===== src/rtl/scramble_sequencer_if.sv =====
// Bundle of the sequencer's conditioned inputs and cell-array controls.
// master = input conditioning / cell side, slave = scramble_sequencer.
interface scramble_sequencer_if #(
  parameter int CNT_W = 8
);
  logic             scramble_req;
  logic [2:0]       rnd;
  logic [3:0]       user_sel;
  logic             user_nrow;
  logic             user_fire;
  logic             user_error;
  logic             win;
  logic [3:0]       row_en;
  logic [3:0]       col_en;
  logic             fire;
  logic             user_move;
  logic             busy;
  logic             buzz_en;
  logic [CNT_W-1:0] moves_left;

  modport master (
    output scramble_req, rnd, user_sel, user_nrow, user_fire, user_error, win,
    input  row_en, col_en, fire, user_move, busy, buzz_en, moves_left
  );

  modport slave (
    input  scramble_req, rnd, user_sel, user_nrow, user_fire, user_error, win,
    output row_en, col_en, fire, user_move, busy, buzz_en, moves_left
  );
endinterface


===== src/rtl/scramble_sequencer.sv =====
// Arbitrates row/col flips between the random scrambler and the player; watches for a win.
// Optional macro SCRAMBLE_NO_REPEAT_EN: rotate a scramble move that repeats the previous one.
module scramble_sequencer #(
  parameter int NUM_MOVES  = 16,
  parameter int GAP_CYCLES = 15,
  parameter int CNT_W      = 8
) (
  input logic                 clk,
  input logic                 reset,
  scramble_sequencer_if.slave bus
);

  typedef enum logic [2:0] {
    S_IDLE,
    S_SCRAMBLE,
    S_SETTLE,
    S_PLAY,
    S_WON
  } state_e;

  state_e           state_q, state_d;
  logic [CNT_W-1:0] gap_q, gap_d;
  logic [CNT_W-1:0] moves_left_q, moves_left_d;
  logic [3:0]       row_en_q, row_en_d;
  logic [3:0]       col_en_q, col_en_d;
  logic             fire_q, fire_d;
  logic             user_move_q, user_move_d;
  logic             busy_q, buzz_en_q;
  logic             guard_q;        // blocks all requests in the first cycle after reset
  logic             start_scr;
  logic             scr_fire;
  logic             user_ok;
  logic [2:0]       mv;

`ifdef SCRAMBLE_NO_REPEAT_EN
  logic       prev_valid_q;
  logic [2:0] prev_mv_q;

  always_comb begin
    mv = bus.rnd;
    if (prev_valid_q && (bus.rnd == prev_mv_q)) mv[1:0] = bus.rnd[1:0] + 2'd1;
  end

  always_ff @(posedge clk) begin
    if (reset) begin
      prev_valid_q <= 1'b0;
      prev_mv_q    <= '0;
    end else if (start_scr) begin
      prev_valid_q <= 1'b0;
    end else if (scr_fire) begin
      prev_valid_q <= 1'b1;
      prev_mv_q    <= mv;
    end
  end
`else
  assign mv = bus.rnd;
`endif

  assign user_ok = bus.user_fire & ~bus.user_error & (|bus.user_sel);

  always_comb begin
    // NOTE: every signal gets a default first so no path through the case infers a latch.
    state_d      = state_q;
    gap_d        = gap_q;
    moves_left_d = moves_left_q;
    fire_d       = 1'b0;
    row_en_d     = '0;
    col_en_d     = '0;
    user_move_d  = 1'b0;
    start_scr    = 1'b0;
    scr_fire     = 1'b0;

    unique case (state_q)
      S_IDLE, S_PLAY: begin
        if (!guard_q) begin
          if (bus.scramble_req) begin
            start_scr = 1'b1;
          end else begin
            if (user_ok) begin
              fire_d      = 1'b1;
              user_move_d = 1'b1;
              row_en_d    = bus.user_nrow ? 4'b0000 : bus.user_sel;
              col_en_d    = bus.user_nrow ? bus.user_sel : 4'b0000;
            end
            if ((state_q == S_PLAY) && bus.win) state_d = S_WON;
          end
        end
      end
      S_SCRAMBLE: begin
        if (gap_q != '0) begin
          gap_d = gap_q - CNT_W'(1);
        end else begin
          scr_fire     = 1'b1;
          fire_d       = 1'b1;
          row_en_d     = mv[2] ? 4'b0000 : (4'b0001 << mv[1:0]);
          col_en_d     = mv[2] ? (4'b0001 << mv[1:0]) : 4'b0000;
          moves_left_d = moves_left_q - CNT_W'(1);
          gap_d        = CNT_W'(GAP_CYCLES);
          if (moves_left_q == CNT_W'(1)) state_d = S_SETTLE;
        end
      end
      S_SETTLE: begin
        if (gap_q != '0) gap_d = gap_q - CNT_W'(1);
        else if (bus.win) start_scr = 1'b1;   // scramble cancelled itself out
        else state_d = S_PLAY;
      end
      S_WON: begin
        if (bus.scramble_req) start_scr = 1'b1;
      end
      default: state_d = S_IDLE;
    endcase

    if (start_scr) begin
      state_d      = S_SCRAMBLE;
      moves_left_d = CNT_W'(NUM_MOVES);
      gap_d        = CNT_W'(GAP_CYCLES);
    end
  end

  always_ff @(posedge clk) begin
    // NOTE: sequential state uses non-blocking assignments so every register sees pre-edge values.
    if (reset) begin
      state_q      <= S_IDLE;
      gap_q        <= '0;
      moves_left_q <= '0;
      row_en_q     <= '0;
      col_en_q     <= '0;
      fire_q       <= 1'b0;
      user_move_q  <= 1'b0;
      busy_q       <= 1'b0;
      buzz_en_q    <= 1'b0;
      guard_q      <= 1'b1;
    end else begin
      state_q      <= state_d;
      gap_q        <= gap_d;
      moves_left_q <= moves_left_d;
      row_en_q     <= row_en_d;
      col_en_q     <= col_en_d;
      fire_q       <= fire_d;
      user_move_q  <= user_move_d;
      busy_q       <= (state_d == S_SCRAMBLE) || (state_d == S_SETTLE);
      buzz_en_q    <= (state_d == S_WON);
      guard_q      <= 1'b0;
    end
  end

  assign bus.row_en     = row_en_q;
  assign bus.col_en     = col_en_q;
  assign bus.fire       = fire_q;
  assign bus.user_move  = user_move_q;
  assign bus.busy       = busy_q;
  assign bus.buzz_en    = buzz_en_q;
  assign bus.moves_left = moves_left_q;

endmodule

===== src/flat_wrapper.sv =====
// flat-port wrapper written by rule: the top's interface ports become plain ports
module scramble_sequencer_flat 
#(
  parameter int NUM_MOVES  = 16,
  parameter int GAP_CYCLES = 15,
  parameter int CNT_W      = 8
)
  (clk, reset, bus_scramble_req, bus_rnd, bus_user_sel, bus_user_nrow, bus_user_fire, bus_user_error, bus_win, bus_row_en, bus_col_en, bus_fire, bus_user_move, bus_busy, bus_buzz_en, bus_moves_left);
  scramble_sequencer_if #(.CNT_W(CNT_W)) bus_i ();
  input logic clk;
  input logic reset;
  input wire logic [$bits(bus_i.scramble_req)-1:0] bus_scramble_req;
  input wire logic [$bits(bus_i.rnd)-1:0] bus_rnd;
  input wire logic [$bits(bus_i.user_sel)-1:0] bus_user_sel;
  input wire logic [$bits(bus_i.user_nrow)-1:0] bus_user_nrow;
  input wire logic [$bits(bus_i.user_fire)-1:0] bus_user_fire;
  input wire logic [$bits(bus_i.user_error)-1:0] bus_user_error;
  input wire logic [$bits(bus_i.win)-1:0] bus_win;
  output wire logic [$bits(bus_i.row_en)-1:0] bus_row_en;
  output wire logic [$bits(bus_i.col_en)-1:0] bus_col_en;
  output wire logic [$bits(bus_i.fire)-1:0] bus_fire;
  output wire logic [$bits(bus_i.user_move)-1:0] bus_user_move;
  output wire logic [$bits(bus_i.busy)-1:0] bus_busy;
  output wire logic [$bits(bus_i.buzz_en)-1:0] bus_buzz_en;
  output wire logic [$bits(bus_i.moves_left)-1:0] bus_moves_left;
  assign bus_i.scramble_req = bus_scramble_req;
  assign bus_i.rnd = bus_rnd;
  assign bus_i.user_sel = bus_user_sel;
  assign bus_i.user_nrow = bus_user_nrow;
  assign bus_i.user_fire = bus_user_fire;
  assign bus_i.user_error = bus_user_error;
  assign bus_i.win = bus_win;
  assign bus_row_en = bus_i.row_en;
  assign bus_col_en = bus_i.col_en;
  assign bus_fire = bus_i.fire;
  assign bus_user_move = bus_i.user_move;
  assign bus_busy = bus_i.busy;
  assign bus_buzz_en = bus_i.buzz_en;
  assign bus_moves_left = bus_i.moves_left;
  scramble_sequencer #(.NUM_MOVES(NUM_MOVES), .GAP_CYCLES(GAP_CYCLES), .CNT_W(CNT_W)) u_core (.clk(clk), .reset(reset), .bus(bus_i));
endmodule

===== config.mk =====
export PLATFORM = sky130hd
export DESIGN_NAME = scramble_sequencer_flat
export DESIGN_NICKNAME = d
export VERILOG_FILES = /design/src/rtl/scramble_sequencer_if.sv /design/src/rtl/scramble_sequencer.sv /design/src/flat_wrapper.sv
export SDC_FILE = /design/constraint.sdc
export NUM_CORES = 1
export LEC_CHECK = 0
export ABC_AREA = 0
export ABC_CLOCK_PERIOD_IN_PS = 2200
export BUFFER_PORTS_ARGS = -buffer_cell sky130_fd_sc_hd__buf_2
export CAP_MARGIN = 20
export CORE_MARGIN = 5
export CORE_UTILIZATION = 54
export CTS_BUF_LIST = sky130_fd_sc_hd__clkbuf_16
export CTS_CLUSTER_SIZE = 40
export DETAILED_ROUTE_END_ITERATION = 12
export PLACE_DENSITY = 0.78
export SYNTH_ARGS = -nofsm -noshare
export SYNTH_HDL_FRONTEND = slang
export SYNTH_SLANG_ARGS = --single-unit

===== constraint.sdc =====
create_clock -name clk -period 2.2 [get_ports clk]
set_input_delay 0 -clock clk [delete_from_list [all_inputs] [get_ports clk]]
set_output_delay 0 -clock clk [all_outputs]
set_load 0.01 [all_outputs]

# Word-level counts from Yosys, hierarchy flattened

Cells that the tools add are included.

Flip-flop bits (word level): 32
Bits of input ports: 14

Add/sub/neg operators: 2
Eq/ne operators: 11
Shift-type cells: 1
Muxes and demuxes: 41
Bitwise gates (word level): 5
Reductions and logical operators: 15

Operators with widths:

| kind                                                   | count |
|---|---|
| two-way mux 4 bit                                      | 13 |
| two-way mux 3 bit                                      | 8 |
| two-way mux 8 bit                                      | 2 |
| one-hot mux 4 bit (2 select lines)                     | 2 |
| one-hot mux 8 bit (2 select lines)                     | 1 |
| subtractor 8 x 1 -> 8 bit (second input constant)      | 2 |
| two-way mux 5 bit                                      | 3 |
| one-hot mux 3 bit (4 select lines)                     | 1 |
| equality test 3 x 2 -> 1 bit (second input constant)   | 3 |
| two-way mux 1 bit                                      | 9 |
| equality test 8 x 1 -> 1 bit (second input constant)   | 1 |
| AND reduction 2 bit                                    | 4 |
| nonzero test 8 bit                                     | 1 |
| equality test 3 x 1 -> 1 bit (second input constant)   | 2 |
| equality test 3 bit (second input constant)            | 2 |
| OR reduction 2 bit                                     | 3 |
| inequality test 2 x 1 -> 1 bit (second input constant) | 2 |
| nonzero test 2 bit                                     | 2 |
| OR reduction 4 bit                                     | 1 |
| left shift 1 x 2 -> 4 bit (first input constant)       | 1 |
| logical NOT 3 bit                                      | 1 |
| inequality test 3 x 1 -> 1 bit (second input constant) | 1 |
| NOT 1 bit                                              | 3 |
| one-hot mux 1 bit (3 select lines)                     | 1 |
| other kinds (5)                                        | 6 |

# Logic depth before layout (Yosys ltp)

Gate-level depths: netlist of run 1.

Depth in word-level cells: 9
Depth in mapped cells: 7
Mapped depth without buffers: 6

# Worst setup path after synthesis of run 1

No wires, ideal clock.

Path type: register to register
From: register u_core.gap_q[0]
To: register u_core.gap_q[7]
Data arrival time: 1.807 ns
Required time: 2.128 ns
Slack: 0.321 ns
Stages on the path, launching flop included: 8
Path through: dfxtp_1 inv_1 ha_1 or3b_2 clkbuf_1 o21ai_2 a2111oi_0 mux2i_1

Cells in the longest elaborated chain, start to end: 4

Ends and longest elaborated chain:

| what                                                                              | line                      | RTL |
|---|---|---|
| start, declared                                                                   | scramble_sequencer.sv:22  | `logic [CNT_W-1:0] gap_q, gap_d;` |
| start signal, assigned                                                            | scramble_sequencer.sv:135 | `gap_q <= gap_d;` |
| parallel branches: the longest is 4 deep, another holds subtractor 8 x 1 -> 8 bit | n/a                       |  |

Several ways; the timed one is not identified. The select of a mux whose other input is x is not followed.
A chain may end at the register's enable or synchronous reset.

# Final worst setup path of run 1

From: register u_core.gap_q[0]
To: register u_core.col_en_q[3], in the netlist u_core.bus.col_en[3]

Cells in the longest elaborated chain, start to end: 3

Ends and longest elaborated chain:

| what                               | line                      | RTL |
|---|---|---|
| nonzero test 8 bit                 | scramble_sequencer.sv:90  | `if (gap_q != '0) begin` |
| two-way mux 4 bit                  | scramble_sequencer.sv:90  |  |
| one-hot mux 4 bit (2 select lines) | scramble_sequencer.sv:73  | `unique case (state_q)` |
| end signal, assigned               | scramble_sequencer.sv:138 | `col_en_q <= col_en_d;` |
| end, declared                      | scramble_sequencer.sv:25  | `logic [3:0] col_en_q, col_en_d;` |

Every way passes these cells.

==> results.py, run 1 <==
metrics = {
    "status": {
        "run_status": "finished, final reports clean",
    },
    "timing": {
        "finalCriticalPeriod_ns": 1.958,
        "rsz0062_at_grt": "no",
        "final.setup.tns_ns": 0,
        "setup_viol": 0,
        "period_share": 0.8901,
        "timing.fmax_mhz": 510.7,
        "worstMarginPinSlew_ns": 0.5487,
        "hold_violations": 0,
        "timing.final.max_slew_violations": 0,
        "max_slew_margin": 0.6248,
        "finClkSkew_ns": 0.003317,
        "whs_ns": 0.01795,
    },
    "critical_path": {
        "worstSetupStartpointType": "flop",
        "cp.required_ns": 2.40,
        "slowest_delay_ns": 0.53,
        "reg2reg_slack_ns": 0.24,
        "end_kind": "flop",
        "cpMaxStageDelayCell": "or3b_2",
        "r2r-end": "u_core.bus.col_en[3]$_SDFF_PP0_",
        "cpLargestDelayFamily": "simple AND/OR/NAND/NOR gates",
        "cp_cell_sequence": "inv_1, ha_1, or3b_2, nor3_4, nand4_1, a21oi_1",
        "cp_max_fo": 10,
        "rr_startpoint": "u_core.gap_q[0]$_SDFFE_PP0P_",
        "worstPathArrival_ns": 2.16,
        "crit_type": "flop to flop",
        "worstRegToRegCells": 6,
        "crit_buf_inv": 1,
    },
    "synthesis": {
        "yosys_register_bits": 32,
        "synthSimpleGateAreaFrac": 0.2901,
        "synth_xor_area_frac": 0.02041,
        "synth_edf_count": 0,
        "synthCells": 199,
        "synth_nets": 217,
        "synthTopCellsByArea": "dfxtp_1, a21oi_1, nor2_1",
        "synth_compound_area_frac": 0.2216,
        "yosysMostFrequentCell": "dfxtp_1",
        "synth_warnings": 0,
        "synth_top_family_by_area": "simple AND/OR/NAND/NOR gates",
        "synth_top_area_frac": 0.3732,
        "seq_area_frac_synth": 0.3732,
        "synth_adder_area_share": 0.02915,
        "synthDistinctLibCells": 52,
        "synth_mux_area_frac": 0.02332,
        "syn-cell-area_um2": 1717,
        "synth_flop_cell": "dfxtp_1",
        "synth_commonest_cells": "dfxtp_1, nor2_1, a21oi_1",
        "yosysTopAreaCell": "dfxtp_1",
        "synth_async_sr_flop_share": 0,
        "avgSynthCellArea_um2": 8.626,
    },
    "floorplan": {
        "fp.dieW_um": 66.38,
        "core-area_um2": 3053,
        "die_h_um": 66.38,
        "die_area_um2": 4406,
        "start_util": 0.5623,
        "ios": 34,
        "rows": 20,
    },
    "power": {
        "p_per_area_nw_per_um2": 815.6,
        "leakage_nw": 0.8318,
        "vdd_drop_max_mv": 0.6830,
    },
    "routing": {
        "dr_total_vias": 1661,
        "wire_per_inst_um": 15.08,
        "firstDrtPassIters": 4,
        "drt_iter0_drc": 164,
        "antenna_left": 0,
        "via_per_inst": 5.849,
        "wl_um": 4282,
        "drc": 0,
    },
    "place": {
        "placed_area_um2": 1958,
        "portBuffers": 33,
        "gp_congestion": 0.8950,
        "hpwlAfterDp_um": 3222,
    },
    "hold_path": {
        "hold-path-endpoint": "u_core.bus.col_en[0]$_SDFF_PP0_",
        "min-delay-start": "bus_user_sel[0]",
        "hp-class": "primary input to flop",
        "min_path_cells": 3,
    },
    "finish": {
        "nFillCells": 266,
        "nets": 257,
        "final_area_um2": 2131,
        "utilization": 0.6980,
        "drive_above_1_share": 0.2375,
        "area_delta_synth_final_pct": 24.13,
        "n_antenna_cell": 0,
    },
    "clock_tree": {
        "cts_sinks": 32,
        "ctsHtreeMaxLevel": 2,
        "path_clk_slew_ns": 0.05,
        "tritoncts": "done",
        "cts_buffers": 5,
        "ctsLongestPathBuffers": 2,
        "clockRootBuffer": "clkbuf_16",
        "clk_latency_ns": 0.28,
    },
    "grt": {
        "grt_max_degree": 14,
        "antenna_found_initial": 0,
        "grt_pass1_vias": 1560,
        "grt_usage": 0.2242,
        "grt_overflow_total": 0,
        "grt_pass1_wl_um": 7576,
    },
    "job": {
        "maxCapViolations": 0,
    },
}
==> where the power goes <==
group | switching (mW) | internal (mW)
clock network | 0.230 | 0.524
logic | 0.195 | 0.134
registers | 0.0419 | 0.613
total | 0.467 | 1.27
==> logic make-up (layout without fill, tap and decap cells) <==
logic type / Yosys count / after routing
flops: 32 / 32
buf+inv: 19 / 60
fa+ha+maj: 4 / 4
mux: 4 / 4
simple gates: 81 / 81
xor+xnor: 4 / 4
compound gates: 55 / 55
==> worst max path at each step <==
stage                                 startpoint                               endpoint  slack, ns  depth (start not counted)
floorplan           u_core.gap_q[0]$_SDFFE_PP0P_           u_core.gap_q[7]$_SDFFE_PP0P_       0.32                          7
global placement    u_core.gap_q[0]$_SDFFE_PP0P_        u_core.bus.col_en[3]$_SDFF_PP0_       0.28                          6
detailed placement  u_core.gap_q[0]$_SDFFE_PP0P_  u_core.bus.moves_left[6]$_SDFFE_PP0P_       0.27                          6
CTS                 u_core.gap_q[0]$_SDFFE_PP0P_  u_core.bus.moves_left[6]$_SDFFE_PP0P_       0.26                          6
global route        u_core.gap_q[0]$_SDFFE_PP0P_        u_core.bus.col_en[3]$_SDFF_PP0_       0.09                          6
finish              u_core.gap_q[0]$_SDFFE_PP0P_        u_core.bus.col_en[3]$_SDFF_PP0_       0.24                          6
==> layout by cell type, fill, tap and decap left out, types with 2 or more instances in the layout <==
cell / count
xor2_1: 2
clkbuf_16: 5
buf_4: 7
o2111ai_1: 3
o32a_1: 3
or4_1: 4
nor2_1: 20
or3b_2: 2
a41oi_1: 2
xnor2_1: 2
a21oi_1: 19
nor4_1: 3
ha_1: 4
nor3b_1: 4
nand4_1: 4
o21ai_0: 5
o211ai_1: 3
nor3_1: 3
nand2b_1: 4
a31oi_1: 4
nand2_1: 6
buf_2: 33
nor2b_1: 5
a32oi_1: 3
clkinv_1: 3
nand3_1: 9
or2_2: 2
mux2i_1: 4
dfxtp_1: 32
inv_1: 10
a211oi_1: 2
o31ai_1: 3
or3_1: 4
==> area by class of cell <==
| cell class | count | area (um^2) | share of cell area |
|---|---|---|---|
| Clock buffer | 5 | 125.1 | 0.05872 |
| Inverter | 11 | 41.29 | 0.01938 |
| Multi-Input combinational cell | 148 | 1003 | 0.4709 |
| Tap cell | 44 | 55.05 | 0.02584 |
| Timing Repair Buffer | 41 | 227.7 | 0.1069 |
| Sequential cell | 32 | 640.6 | 0.3006 |
| Clock inverter | 3 | 37.54 | 0.01762 |
==> worst min-delay path: stages <==
cell and delay (ns):
buf_2 0.11, nand3_1 0.07, a21oi_1 0.06
==> registers in the layout, indices dropped and copies added (netlist names) <==
signal	flops
u_core.bus.busy	1
u_core.bus.buzz_en	1
u_core.bus.col_en	4
u_core.bus.fire	1
u_core.bus.moves_left	8
u_core.bus.row_en	4
u_core.bus.user_move	1
u_core.gap_q	8
u_core.guard_q	1
u_core.state_q	3
==> per-stage QoR <==
step	instances	power, mW	setup WS [ns]
after global placement	275	0.9845	0.2760
after CTS	284	1.748	0.2587
after global routing	284	1.822	0.08920
final	284	1.738	0.2417
after detailed placement	275	0.9897	0.2652
after floorplan	199	0.8877	0.3212
==> metal layers <==
| metal | up-vias | wire [um] | track usage |
|---|---|---|---|
| met5 | - | 0 | 0 |
| met4 | 0 | 101 | 0.1066 |
| met3 | 10 | 226 | 0.05442 |
| met2 | 47 | 2018 | 0.3395 |
| met1 | 764 | 1936 | 0.2960 |
| li1 | 840 | - | - |
==> repair_timing <==
action	CTS	global route
hold buffers	1	0
buffers inserted	0	0
gates resized for setup	0	0
endpoints found under the hold margin	1	0
Note: power is estimated with default switching activity, not from simulation.
==> inputs of run 2 (changes only) <==
==> constraint.sdc (replaced) <==
create_clock -name clk -period 2.2 [get_ports clk]
set_input_delay 0.44 -clock clk [delete_from_list [all_inputs] [get_ports clk]]
set_output_delay 0.44 -clock clk [all_outputs]
set_load 0.01 [all_outputs]
==> results.py, run 2 (synthesized netlist as in run 1, its figures left out) <==
metrics = {
    "status": {
        "run_status": "finished, final reports clean",
    },
    "timing": {
        "timing.fmax_mhz": 510.7,
        "hold_violations": 0,
        "finalCriticalPeriod_ns": 1.958,
        "final.setup.tns_ns": 0,
        "whs_ns": 0.4358,
        "finClkSkew_ns": 0.003277,
        "timing.final.max_slew_violations": 0,
        "period_share": 0.8901,
        "worstMarginPinSlew_ns": 0.5487,
        "setup_viol": 0,
        "rsz0062_at_grt": "no",
        "max_slew_margin": 0.6248,
        "finalWorstSetupSlack_ns": 0.2417,
    },
    "grt": {
        "grt_max_degree": 14,
        "antenna_found_initial": 0,
        "grt_pass1_vias": 1548,
        "grt_usage": 0.2234,
        "grt_overflow_total": 0,
        "grt_pass1_wl_um": 7548,
    },
    "finish": {
        "final_cell_mix": "buf_2, dfxtp_1, nor2_1",
        "area_delta_synth_final_pct": 23.54,
        "n_antenna_cell": 0,
        "nets": 256,
        "final_common_cell": "buf_2",
        "drive_above_1_share": 0.2385,
        "utilization": 0.6947,
        "nFillCells": 267,
    },
    "place": {
        "portBuffers": 33,
        "hpwlAfterDp_um": 3222,
        "gp_congestion": 0.8950,
        "dpl_worst_slack_ns": 0.2652,
    },
    "routing": {
        "firstDrtPassIters": 4,
        "wl_um": 4272,
        "drc": 0,
        "dr_total_vias": 1657,
        "antenna_left": 0,
        "drt_iter0_drc": 135,
        "wire_per_inst_um": 15.10,
        "via_per_inst": 5.855,
    },
    "critical_path": {
        "cp.required_ns": 2.41,
        "crit_type": "flop to flop",
        "worstSetupStartpointType": "flop",
        "worstPathArrival_ns": 2.16,
        "cp_max_fo": 10,
        "end_kind": "flop",
    },
    "floorplan": {
        "die_area_um2": 4406,
        "rows": 20,
        "fp.dieW_um": 66.38,
        "ios": 34,
        "die_h_um": 66.38,
        "core-area_um2": 3053,
        "start_util": 0.5623,
    },
    "clock_tree": {
        "cts_buffers": 5,
        "path_clk_slew_ns": 0.05,
        "clockRootBuffer": "clkbuf_16",
        "ctsHtreeMaxLevel": 2,
        "ctsLongestPathBuffers": 2,
        "cts_setup_buffers": 0,
        "cts_sinks": 32,
        "clk_latency_ns": 0.28,
        "tritoncts": "done",
        "cts.repair.resized": 0,
        "postCtsHoldBufs": 0,
    },
    "power": {
        "vdd_drop_max_mv": 0.6830,
        "p_per_area_nw_per_um2": 819.0,
        "leakage_nw": 0.8276,
        "total_power_mw": 1.737,
    },
    "job": {
        "maxCapViolations": 0,
    },
    "hold_path": {
        "hp-class": "primary input to flop",
    },
}
run 2: cell count changes in the layout (fill, tap and decap cells not counted), sizes merged:
cell         change
dlygate4sd3      -1
run 2: area by class of cell:
| cell class | instances | area (um^2) | area share |
|---|---|---|---|
| clock buffers | 5 | 125.1 | 0.05900 |
| well taps | 44 | 55.05 | 0.02596 |
| inverters | 11 | 41.29 | 0.01947 |
| repair buffers | 40 | 217.7 | 0.1027 |
| clock inverters | 3 | 37.54 | 0.01770 |
| multi-input cells | 148 | 1003 | 0.4732 |
| flip-flops and latches | 32 | 640.6 | 0.3021 |
run 2: worst max-delay path, stage by stage (launching register included):
cell	delay (ns)
dfxtp_1	0.31
inv_1	0.11
ha_1	0.18
or3b_2	0.53
nor3_4	0.45
nand4b_1	0.15
a21oi_1	0.15
run 2: worst paths after layout:
path	startpoint	end	slack [ns]	depth (start not counted)
setup / recovery	u_core.gap_q[0]$_SDFFE_PP0P_	u_core.bus.moves_left[6]$_SDFFE_PP0P_	0.24	6
hold / removal	reset	u_core.guard_q$_DFF_P_	0.44	1
setup reg to reg	u_core.gap_q[0]$_SDFFE_PP0P_	u_core.bus.moves_left[6]$_SDFFE_PP0P_	0.24	6
hold reg to reg	u_core.bus.moves_left[7]$_SDFFE_PP0P_	u_core.bus.moves_left[7]$_SDFFE_PP0P_	0.50	2
run 2: metrics by stage:
step / cells / cell area (um^2)
floorplan: 199 / 1717
global route: 283 / 2121
CTS: 283 / 2121
detailed placement: 275 / 1958
global placement: 275 / 1958
finish: 283 / 2121
run 2: report_power, final:
group	leakage (nW)	total (mW)	internal [mW]	switching [mW]
Sequential	0.260	0.655	0.613	0.0420
Combinational	0.488	0.328	0.133	0.195
Clock	0.0789	0.754	0.524	0.230
Total	0.828	1.74	1.27	0.467
run 2: metal layers:
| layer | share of wire | GRT usage | wire [um] |
|---|---|---|---|
| met4 | 0.024 | 0.1066 | 101 |
| met2 | 0.47 | 0.3371 | 2014 |
| met1 | 0.45 | 0.2960 | 1932 |
| met5 | 0 | 0 | 0 |
| met3 | 0.052 | 0.05442 | 223 |
==> inputs of run 3 (changes only) <==
--- a/config.mk
+++ b/config.mk
@@ -6,15 +6,16 @@
 export NUM_CORES = 1
 export LEC_CHECK = 0
 export ABC_AREA = 0
-export ABC_CLOCK_PERIOD_IN_PS = 2200
+export ABC_CLOCK_PERIOD_IN_PS = 2300
 export BUFFER_PORTS_ARGS = -buffer_cell sky130_fd_sc_hd__buf_2
 export CAP_MARGIN = 20
 export CORE_MARGIN = 5
-export CORE_UTILIZATION = 54
+export CORE_UTILIZATION = 55
 export CTS_BUF_LIST = sky130_fd_sc_hd__clkbuf_16
 export CTS_CLUSTER_SIZE = 40
 export DETAILED_ROUTE_END_ITERATION = 12
-export PLACE_DENSITY = 0.78
+export PLACE_DENSITY = 0.8
 export SYNTH_ARGS = -nofsm -noshare
 export SYNTH_HDL_FRONTEND = slang
 export SYNTH_SLANG_ARGS = --single-unit
+export TNS_END_PERCENT = 100
==> constraint.sdc (replaced) <==
create_clock -name clk -period 2.3 [get_ports clk]
set_input_delay 0.46 -clock clk [delete_from_list [all_inputs] [get_ports clk]]
set_output_delay 0.46 -clock clk [all_outputs]
set_load 0.01 [all_outputs]
==> results.py, run 3 (synthesized netlist as in run 1, its figures left out) <==
metrics = {
    "clock_tree": {
        "clockRootBuffer": "clkbuf_16",
        "cts.repair.resized": 0,
        "tritoncts": "done",
        "ctsHtreeMaxLevel": 2,
        "clk_latency_ns": 0.28,
        "cts_sinks": 32,
        "cts_setup_buffers": 0,
        "ctsLongestPathBuffers": 2,
        "postCtsHoldBufs": 0,
        "path_clk_slew_ns": 0.05,
        "cts_buffers": 5,
    },
    "critical_path": {
        "cp_max_fo": 10,
        "worstSetupStartpointType": "flop",
        "cp.required_ns": 2.50,
        "crit_type": "flop to flop",
        "cp_cell_sequence": "inv_1, ha_1, or3b_2, nor3_4, nand4_1, a21oi_1",
        "end_kind": "flop",
        "cpLargestDelayFamily": "simple AND/OR/NAND/NOR gates",
        "slowest_delay_ns": 0.55,
        "crit_buf_inv": 1,
        "worstPathArrival_ns": 2.21,
        "cpMaxStageDelayCell": "or3b_2",
    },
    "timing": {
        "final.setup.tns_ns": 0,
        "worstMarginPinSlew_ns": 0.4765,
        "timing.final.max_slew_violations": 0,
        "max_slew_margin": 0.6741,
        "timing.fmax_mhz": 499.6,
        "period_share": 0.8703,
        "whs_ns": 0.4472,
        "setup_viol": 0,
        "rsz0062_at_grt": "no",
        "hold_violations": 0,
        "finalCriticalPeriod_ns": 2.002,
        "finalWorstSetupSlack_ns": 0.2983,
        "finClkSkew_ns": 0.001891,
    },
    "floorplan": {
        "die_area_um2": 4338,
        "ios": 34,
        "rows": 20,
        "fp.dieW_um": 65.87,
        "die_h_um": 65.87,
        "start_util": 0.5669,
        "core-area_um2": 3028,
    },
    "routing": {
        "dr_total_vias": 1676,
        "drc": 0,
        "antenna_left": 0,
        "wire_per_inst_um": 15.27,
        "firstDrtPassIters": 4,
        "wl_um": 4275,
        "via_per_inst": 5.986,
        "drt_iter0_drc": 119,
    },
    "finish": {
        "final_area_um2": 2098,
        "final_common_cell": "buf_2",
        "area_delta_synth_final_pct": 22.23,
        "drive_above_1_share": 0.2288,
        "final_cell_mix": "buf_2, dfxtp_1, nor2_1",
        "nets": 253,
        "n_antenna_cell": 0,
        "stdcell_count": 280,
    },
    "place": {
        "placed_cells": 272,
        "dpl_worst_slack_ns": 0.3342,
        "placed_area_um2": 1936,
        "portBuffers": 33,
        "gp_congestion": 0.9380,
        "hpwlAfterDp_um": 3105,
    },
    "grt": {
        "grt_overflow_total": 0,
        "grt_pass1_wl_um": 7044,
        "antenna_found_initial": 0,
        "grt_pass1_vias": 1511,
        "grt_usage": 0.2103,
        "grt_max_degree": 14,
    },
    "hold_path": {
        "hp-class": "primary input to flop",
    },
    "job": {
        "maxCapViolations": 0,
    },
    "power": {
        "power_switching_uw": 454.2,
        "p_clk_frac": 0.438,
        "vdd_drop_max_mv": 0.5209,
        "p_per_area_nw_per_um2": 791.7,
        "p_sw_frac": 0.2734,
        "p_comb_frac": 0.184,
        "leakage_nw": 0.8135,
        "p_seq_frac": 0.378,
        "p_int_mw": 1.207,
    },
    "status": {
        "run_status": "finished, final reports clean",
    },
}
-- run 3: final cells by class --
type,count,area [um^2]
fill,232,929.6
timing repair buffer,37,195.2
multi-input combinational,148,1003
clock inverter,3,37.54
tap,44,55.05
inverter,11,41.29
sequential,32,640.6
clock buffer,5,125.1
-- run 3: worst paths after layout --
check	from	to	slack, ns	cells past startpoint
max	u_core.gap_q[0]$_SDFFE_PP0P_	u_core.bus.col_en[3]$_SDFF_PP0_	0.30	6
min	reset	u_core.guard_q$_DFF_P_	0.45	1
max reg2reg	u_core.gap_q[0]$_SDFFE_PP0P_	u_core.bus.col_en[3]$_SDFF_PP0_	0.30	6
min reg2reg	u_core.bus.moves_left[7]$_SDFFE_PP0P_	u_core.bus.moves_left[7]$_SDFFE_PP0P_	0.50	2
-- run 3: power groups by stage --
stage	combinational [mW]	clock, mW	sequential [mW]
2_1_floorplan	0.217	0	0.632
3_3_place_gp	0.295	0	0.637
3_5_place_dp	0.299	0	0.637
4_1_cts	0.301	0.738	0.626
5_1_grt	0.338	0.764	0.632
6_report	0.305	0.728	0.627
-- run 3: per-stage QoR --
| stage | util | total power [mW] |
|---|---|---|
| after global placement | 0.6393 | 0.9319 |
| after global routing | 0.6930 | 1.734 |
| final | 0.6930 | 1.661 |
| after CTS | 0.6930 | 1.665 |
| after floorplan | - | 0.8491 |
| after detailed placement | 0.6393 | 0.9359 |
-- run 3: routing by layer --
metal / share of wire / global-route usage / vias to the layer above
met5: 0 / 0 / -
met4: 0.012 / 0.05181 / 0
met3: 0.059 / 0.06122 / 8
met2: 0.47 / 0.3329 / 62
met1: 0.46 / 0.2793 / 784
li1: - / - / 822
-- run 3: worst register-to-register path: cells and delay by family (launching register included) --
kind / cells / cell delay (ns)
AND/OR/NAND/NOR: 3 / 1.17
AO/OA/AOI/OAI: 1 / 0.17
buffers and inverters: 1 / 0.11
flip-flops: 1 / 0.31
adder cells (fa/ha/maj): 1 / 0.18
